### config.mk
export PLATFORM = sky130hd
export DESIGN_NAME = prog_loader
export DESIGN_NICKNAME = d
export VERILOG_FILES = /design/src/rtl/prog_loader.sv
export SDC_FILE = /design/constraint.sdc
export NUM_CORES = 1
export LEC_CHECK = 0
export CORE_AREA = 2 2 135 110
export DETAILED_ROUTE_END_ITERATION = 8
export DIE_AREA = 0 0 137 112
export GPL_TIMING_DRIVEN = 0
export PLACE_DENSITY = 0.73
export RECOVER_POWER = 50
export SLEW_MARGIN = 20
export SYNTH_ARGS = -nofsm -noshare
export SYNTH_HDL_FRONTEND = slang
export SYNTH_SLANG_ARGS = --single-unit
### constraint.sdc
create_clock -name clk -period 5 [get_ports clk]
set_clock_uncertainty 0.2 [all_clocks]
set_input_delay 0.75 -clock clk [delete_from_list [all_inputs] [get_ports clk]]
set_output_delay 0.75 -clock clk [all_outputs]
set_load 0.05 [all_outputs]
### src/rtl/prog_loader.sv
// Writer side of the 16x8 CPU instruction store: loads a framed byte stream
// (header, N bytes, XOR checksum) and releases the CPU once the frame verifies.
module prog_loader #(
  parameter int         DEPTH   = 16,
  parameter int         AW      = 4,
  parameter int         DW      = 8,
  parameter logic [3:0] MAGIC   = 4'hA,
  parameter int         TIMEOUT = 255
) (
  input  logic          clk,
  input  logic          rst_n,
  input  logic          load_req_i,
  input  logic          in_valid_i,
  input  logic [DW-1:0] in_data_i,
  output logic          in_ready_o,
  input  logic [AW-1:0] rd_addr_i,
  output logic [DW-1:0] rd_data_o,
  output logic          busy_o,
  output logic          done_o,
  output logic          err_o,
  output logic [1:0]    err_code_o,
  output logic [AW:0]   word_count_o,
  output logic          cpu_run_o
);

  localparam int CW = AW + 1;
  localparam int TW = $clog2(TIMEOUT + 1);
  localparam logic [TW-1:0] TLAST = TW'(TIMEOUT - 1);

  localparam logic [1:0] EC_NONE  = 2'b00;
  localparam logic [1:0] EC_MAGIC = 2'b01;
  localparam logic [1:0] EC_CSUM  = 2'b10;
  localparam logic [1:0] EC_TIME  = 2'b11;

  typedef enum logic [2:0] {IDLE, HDR, DATA, CSUM, DONE, ERR} state_t;

  state_t          state_q, state_d;
  logic [DW-1:0]   mem_q [DEPTH];
  logic [DW-1:0]   csum_q, csum_d;
  logic [CW-1:0]   len_q, len_d;
  logic [CW-1:0]   wc_q, wc_d;
  logic [TW-1:0]   timer_q, timer_d;
  logic [1:0]      ecode_q, ecode_d;
  logic            busy, accept, we;
  logic [CW-1:0]   wc_inc;

  assign busy   = (state_q == HDR) || (state_q == DATA) || (state_q == CSUM);
  assign accept = in_valid_i && busy;
  assign wc_inc = wc_q + CW'(1);

  always_comb begin
    state_d = state_q;
    csum_d  = csum_q;
    len_d   = len_q;
    wc_d    = wc_q;
    timer_d = timer_q;
    ecode_d = ecode_q;
    we      = 1'b0;
    if (load_req_i) begin
      // Restart wins over any byte presented in the same cycle.
      state_d = HDR;
      csum_d  = '0;
      wc_d    = '0;
      timer_d = '0;
      ecode_d = EC_NONE;
    end else if (busy) begin
      if (accept) begin
        timer_d = '0;
        unique case (state_q)
          HDR: begin
            if (in_data_i[DW-1:DW-4] != MAGIC) begin
              state_d = ERR;
              ecode_d = EC_MAGIC;
            end else begin
              len_d   = {1'b0, in_data_i[AW-1:0]} + CW'(1);
              csum_d  = in_data_i;
              state_d = DATA;
            end
          end
          DATA: begin
            we     = 1'b1;
            csum_d = csum_q ^ in_data_i;
            wc_d   = wc_inc;
            if (wc_inc == len_q) state_d = CSUM;
          end
          default: begin
            if (in_data_i == csum_q) begin
              state_d = DONE;
            end else begin
              state_d = ERR;
              ecode_d = EC_CSUM;
            end
          end
        endcase
      end else if (timer_q == TLAST) begin
        // The idle cycle that would bring the timer to TIMEOUT aborts the load.
        state_d = ERR;
        ecode_d = EC_TIME;
        timer_d = '0;
      end else begin
        timer_d = timer_q + TW'(1);
      end
    end else begin
      timer_d = '0;
    end
  end

  always_ff @(posedge clk or negedge rst_n) begin
    if (!rst_n) begin
      state_q <= IDLE;
      csum_q  <= '0;
      len_q   <= '0;
      wc_q    <= '0;
      timer_q <= '0;
      ecode_q <= EC_NONE;
    end else begin
      state_q <= state_d;
      csum_q  <= csum_d;
      len_q   <= len_d;
      wc_q    <= wc_d;
      timer_q <= timer_d;
      ecode_q <= ecode_d;
    end
  end

  always_ff @(posedge clk or negedge rst_n) begin
    if (!rst_n) begin
      for (int i = 0; i < DEPTH; i++) mem_q[i] <= '0;
    end else if (we) begin
      mem_q[wc_q[AW-1:0]] <= in_data_i;
    end
  end

  assign rd_data_o    = mem_q[rd_addr_i];
  assign in_ready_o   = busy;
  assign busy_o       = busy;
  assign done_o       = (state_q == DONE);
  assign err_o        = (state_q == ERR);
  assign cpu_run_o    = (state_q == DONE);
  assign err_code_o   = ecode_q;
  assign word_count_o = wc_q;

endmodule

==> impl_metrics.env, run 1 <==
export IMPL_synth_distinct_cells=48
export IMPL_maxCapViolCount=1
export IMPL_endpoint_kind="output pin"
export IMPL_synth_nets=558
export IMPL_start_util=0.5386
export IMPL_power_density_nw_per_um2=324.4
export IMPL_synth_area_leaders="dfrtp_1 (53%), mux2_2 (18%), mux4_2 (12%)"
export IMPL_cp_max_fo=10
export IMPL_critPathKind="input pin to output pin"
export IMPL_gr_total_overflow=0
export IMPL_grt_usage=0.2481
export IMPL_fmax_mhz=215.5
export IMPL_numCtsBuffers=17
export IMPL_core_area_um2=14050
export IMPL_peakVddDrop_v=0.0002364
export IMPL_yosysTopAreaCellShare=0.5257
export IMPL_place_area_um2=8132
export IMPL_dp_cells=750
export IMPL_drc=0
export IMPL_synth_main_ff_cell="dfrtp_1"
export IMPL_stdcell_count=782
export IMPL_dieArea_um2=15340
export IMPL_setup_viol=0
export IMPL_async_flop_share=1.000
export IMPL_ctsResizeCount=0
export IMPL_synth_warnings=0
export IMPL_grt_max_degree=81
export IMPL_synth_enable_flop_cells=0
export IMPL_die_y_um=112
export IMPL_yosysTopAreaCell="dfrtp_1"
export IMPL_synth_area_per_cell_um2=14.15
export IMPL_cts_sinks=159
export IMPL_io_buffers=30
export IMPL_syn_inst=535
export IMPL_grt_pass1_vias=5236
export IMPL_rsz0062_at_grt="false"
export IMPL_hold_depth=2
export IMPL_post_cts_buffers=0
export IMPL_postCtsHoldBufs=0
export IMPL_num_rows=39
export IMPL_clk_path_buf_depth=2
export IMPL_drt_first_iter_violations=420
export IMPL_synth_commonest_cells="dfrtp_1 (159), mux2_2 (120), mux4_2 (40)"
export IMPL_period_needed_ns=4.641
export IMPL_root_buffer="clkbuf_16"
export IMPL_first_pass_iters=5
export IMPL_r2r_slack_ns=2.45
export IMPL_p_leak_nw=4.143
export IMPL_wl_per_cell_um=22.33
export IMPL_hold_viol_final=0
export IMPL_final_nets=608
export IMPL_clk_latency_ns=0.42
export IMPL_r2r_cells=5
export IMPL_hpwl_mm=11.76
export IMPL_grt_first_pass_wirelength_mm=28.28
export IMPL_routed_via_density=6.086
export IMPL_drive_gt1_frac=0.3528
export IMPL_cts_clk_slew_worst_paths_ns=0.06
export IMPL_ios=36
export IMPL_syn_area_um2=7569
export IMPL_power_total_mw=2.838
export IMPL_vias=4759
export IMPL_routed_wl_mm=17.46
export IMPL_ys_seq_area_frac=0.5257
export IMPL_hold_class="flop to flop"
export IMPL_antenna_found_initial=0
export IMPL_maxSlewViolCount=80
export IMPL_diodes=0
export IMPL_worst_ep_required_time_ns=4.05
export IMPL_slew_headroom=-1.444
export IMPL_cp_start_kind="input pin"
export IMPL_crit_arrival_ns=3.69
export IMPL_violations="capacitance limit, slew limit"
export IMPL_gp_congestion=0.8235
export IMPL_cts_max_level=4
export IMPL_status="finished, violations left"
export IMPL_cts_tree="yes"
export IMPL_timing_final_crit_share=0.9281
export IMPL_tightest_slew_ns=3.665
export IMPL_ys_seq_elements=159
export IMPL_ant_nets=0
export IMPL_chipWidth_um=137
export IMPL_area_growth_syn_to_layout_pct=15.61
export IMPL_final_cell_area_um2=8750
export IMPL_synth_most_common_cell="dfrtp_1"
export IMPL_finalCoreUtilization=0.6226
-- worst max-delay path, cell delays in order --
cell and delay (ns):
clkdlybuf4s50_1 0.59, clkbuf_1 0.64, mux4_2 0.45, mux4_2 0.52, clkdlybuf4s50_1 0.72
-- final timing paths --
kind	start	endpoint
setup / recovery	rd_addr_i[1]	rd_data_o[1]
max in group asynchronous	rst_n	mem_q[113]
hold reg to reg	mem_q[31]	mem_q[31]
hold / removal	mem_q[31]	mem_q[31]
setup reg to reg	state_q[0]	mem_q[14]
min in group asynchronous	rst_n	mem_q[95]
-- metrics by stage --
stage	hold slack [ns]	setup TNS, ns	setup WS (ns)
after global routing	0.3097	0	0.2583
final	0.2879	0	0.3593
after detailed placement	0.2751	0	0.3995
after CTS	0.1431	0	0.3939
after global placement	0.2592	-503.09	-3.177
after floorplan	0.2446	0	1.628
-- area by class of cell --
class / instances / area [um2]
fillers: 1073 / 5304
flip-flops and latches: 159 / 3979
multi-input cells: 334 / 3420
clock buffers: 19 / 432.9
repair buffers: 31 / 330.3
well taps: 184 / 230.2
clock inverters: 13 / 188.9
plain buffers: 36 / 146.4
inverters: 6 / 22.52
-- flip-flops by register name (all words and copies together), names as in the netlist --
| signal | flops |
|---|---|
| state_q | 3 |
| mem_q | 128 |
| word_count_o | 5 |
| timer_q | 8 |
| err_code_o | 2 |
| len_q | 5 |
| csum_q | 8 |
-- cells in the final DEF, fill, tap and decap left out, types with 5 or more instances in the layout --
| master | instances |
|---|---|
| mux4_2 | 40 |
| mux2_1 | 6 |
| nand3_1 | 11 |
| xnor2_1 | 5 |
| clkbuf_1 | 31 |
| clkdlybuf4s50_1 | 28 |
| inv_1 | 6 |
| ha_1 | 7 |
| o21ai_0 | 23 |
| a21oi_1 | 9 |
| dfrtp_1 | 159 |
| nand4_1 | 5 |
| mux2_2 | 120 |
| xor2_1 | 18 |
| nor2_1 | 16 |
| clkinvlp_4 | 5 |
| nand2_1 | 22 |
| clkbuf_16 | 17 |
-- power breakdown --
group / switching [mW] / leakage, nW / internal, mW
clock network: 0.533 / 0.286 / 0.838
logic: 0.113 / 1.65 / 0.0529
registers: 0.00671 / 2.21 / 1.29
-- layer usage --
layer | share of wire | track usage | wire length [um] | up-vias
met3 | 0.043 | 0.05556 | 757 | 27
met2 | 0.47 | 0.3771 | 8170 | 126
met4 | 0.020 | 0.07079 | 343 | 0
met5 | 0 | 0 | 0 | -
li1 | - | - | - | 2074
met1 | 0.47 | 0.3622 | 8191 | 2532
-- kinds of logic after synthesis --
logic type      count (synthesis)  share of synthesized area
compound gates                 49                    0.03968
fa+ha+maj                       7                    0.01157
simple gates                   89                    0.06745
xor+xnor                       23                    0.02662
mux                           166                     0.3065
buf+inv                        42                    0.02248
flops                         159                     0.5257
No activity file was read; power rests on OpenSTA's default activity.
==> inputs of run 2 (changes only) <==
--- a/config.mk
+++ b/config.mk
@@ -5,9 +5,10 @@
 export SDC_FILE = /design/constraint.sdc
 export NUM_CORES = 1
 export LEC_CHECK = 0
-export CORE_AREA = 2 2 135 110
+export ABC_AREA = 1
+export CORE_AREA = 2 2 135 111
 export DETAILED_ROUTE_END_ITERATION = 8
-export DIE_AREA = 0 0 137 112
+export DIE_AREA = 0 0 137 113
 export GPL_TIMING_DRIVEN = 0
 export PLACE_DENSITY = 0.73
 export RECOVER_POWER = 50
==> impl_metrics.env, run 2 <==
export IMPL_start_util=0.5434
export IMPL_gp_congestion=0.9014
export IMPL_largest_register="mem_q"
export IMPL_final_nets=1011
export IMPL_grt_max_degree=87
export IMPL_maxCapViolCount=1
export IMPL_cts_tree="yes"
export IMPL_fillers=1220
export IMPL_synth_most_common_cell="nand2_1"
export IMPL_synth_area_leaders="dfrtp_1 (52%), nand2_1 (11%), o21ai_0 (6.7%)"
export IMPL_post_cts_buffers=0
export IMPL_postCtsHoldBufs=0
export IMPL_ys_seq_elements=159
export IMPL_grt_usage=0.2967
export IMPL_wl_per_cell_um=18.50
export IMPL_seq_area_um2=3979
export IMPL_syn_area_um2=7637
export IMPL_drc=0
export IMPL_largest_reg_flops=128
export IMPL_routed_via_density=5.825
export IMPL_largestRegisters="mem_q (128), csum_q (8), timer_q (8)"
export IMPL_cp_start_kind="input pin"
export IMPL_final_cell_area_um2=8830
export IMPL_p_leak_nw=4.034
export IMPL_first_pass_iters=5
export IMPL_layout_common_cells="nand2_1 (223), dfrtp_1 (159), o21ai_0 (103)"
export IMPL_peakVddDrop_v=0.0002598
export IMPL_critPathKind="input pin to output pin"
export IMPL_tightest_slew_ns=3.443
export IMPL_power_density_nw_per_um2=369.7
export IMPL_ys_seq_area_frac=0.5210
export IMPL_cts_sinks=159
export IMPL_tns_ns=0
export IMPL_hold_class="flop to flop"
export IMPL_synth_area_per_cell_um2=8.160
export IMPL_place_area_um2=8220
export IMPL_ios=36
export IMPL_die_y_um=113
export IMPL_async_flop_share=1.000
export IMPL_hold_viol_final=0
export IMPL_slew_headroom=-1.295
export IMPL_cts_clk_slew_worst_paths_ns=0.06
export IMPL_period_needed_ns=4.813
export IMPL_rsz0062_at_grt="false"
export IMPL_grt_pass1_vias=6428
export IMPL_diodes=0
export IMPL_status="finished, violations left"
export IMPL_layout_commonest_cell="nand2_1"
export IMPL_chipWidth_um=137
export IMPL_maxSlewViolCount=74
export IMPL_root_buffer="clkbuf_16"
export IMPL_fmax_mhz=207.8
export IMPL_worst_ep_required_time_ns=4.05
export IMPL_multi_input_area_um2=3158
export IMPL_timing_final_crit_share=0.9626
export IMPL_drive_gt1_frac=0.06400
export IMPL_synth_enable_flop_cells=0
export IMPL_endpoint_kind="output pin"
export IMPL_setup_viol=0
export IMPL_cp_max_fo=10
export IMPL_crit_arrival_ns=3.86
export IMPL_synth_nets=959
export IMPL_numCtsBuffers=17
export IMPL_hpwl_mm=14.95
export IMPL_routed_wl_mm=21.91
export IMPL_area_growth_syn_to_layout_pct=15.61
export IMPL_yosysTopAreaCell="dfrtp_1"
export IMPL_violations="capacitance limit, slew limit"
export IMPL_ant_nets=0
export IMPL_antenna_found_initial=0
export IMPL_io_buffers=32
export IMPL_core_area_um2=14050
export IMPL_gr_total_overflow=0
export IMPL_cts_max_level=4
export IMPL_clk_latency_ns=0.43
export IMPL_ctsResizeCount=0
export IMPL_grt_first_pass_wirelength_mm=34.56
export IMPL_synth_main_ff_cell="dfrtp_1"
export IMPL_num_rows=39
export IMPL_synth_warnings=0
export IMPL_syn_inst=936
export IMPL_dp_cells=1153
export IMPL_stdcell_count=1184
export IMPL_drt_first_iter_violations=927
export IMPL_yosysTopAreaCellShare=0.5210
export IMPL_synth_distinct_cells=32
export IMPL_synth_commonest_cells="nand2_1 (223), dfrtp_1 (159), o21ai_0 (103)"
export IMPL_vias=6897
export IMPL_clk_path_buf_depth=2
export IMPL_dieArea_um2=15480
==> run 2: cells by family after synthesis <==
family,after synthesis,synth area share
AND/OR/NAND/NOR,371,0.2020
adder cells (fa/ha/maj),7,0.01147
flip-flops,159,0.5210
XOR/XNOR,7,0.008028
buffers and inverters,121,0.06455
AO/OA/AOI/OAI,271,0.1930
==> run 2: cell type report <==
| cell class | instances | share of cell area |
|---|---|---|
| clock buffers | 19 | 0.05016 |
| multi-input cells | 656 | 0.3577 |
| well taps | 184 | 0.02607 |
| flip-flops and latches | 159 | 0.4506 |
| inverters | 67 | 0.02848 |
| repair buffers | 33 | 0.03939 |
| plain buffers | 54 | 0.02650 |
| clock inverters | 12 | 0.02111 |
==> run 2: worst paths after layout <==
check	end	depth (start not counted)	start	slack (ns)
setup / recovery	rd_data_o[3]	8	rd_addr_i[0]	0.19
hold / removal	err_code_o[1]	2	err_code_o[1]	0.28
setup reg to reg	mem_q[6]	10	state_q[2]	2.04
hold reg to reg	err_code_o[1]	2	err_code_o[1]	0.28
max in group asynchronous	mem_q[1]	1	rst_n	1.17
min in group asynchronous	mem_q[59]	1	rst_n	1.49
==> run 2: critical path, cell delays in order <==
cell and delay (ns):
clkdlybuf4s50_1 0.53, clkbuf_1 0.41, clkbuf_1 0.56, nor2_1 0.12
o221ai_1 0.36, nand3_1 0.21, nand2_1 0.11, clkdlybuf4s50_1 0.80
==> run 2: routing by layer <==
metal	wire [um]	GRT usage	up-vias
met4	485	0.09622	0
met3	2126	0.08961	39
li1	-	-	3206
met2	9366	0.4040	346
met1	9929	0.4512	3306
met5	0	0	-
==> run 2: per-stage QoR <==
step           hold WS (ns)  power (mW)  worst slack [ns]    util
2_1_floorplan        0.2530       1.693             2.086       -
3_3_place_gp         0.2579       1.875            -3.466  0.5826
3_5_place_dp         0.2645       1.881            0.3058  0.5849
4_1_cts              0.1042       3.257            0.3020  0.6297
5_1_grt              0.2995       3.374           0.08144  0.6283
6_report             0.2781       3.264            0.1868  0.6283
==> run 2: power breakdown <==
group          internal [mW]  switching (mW)
Clock                  0.850           0.549
Sequential              1.32          0.0257
Combinational          0.154           0.367
Total                   2.32           0.942
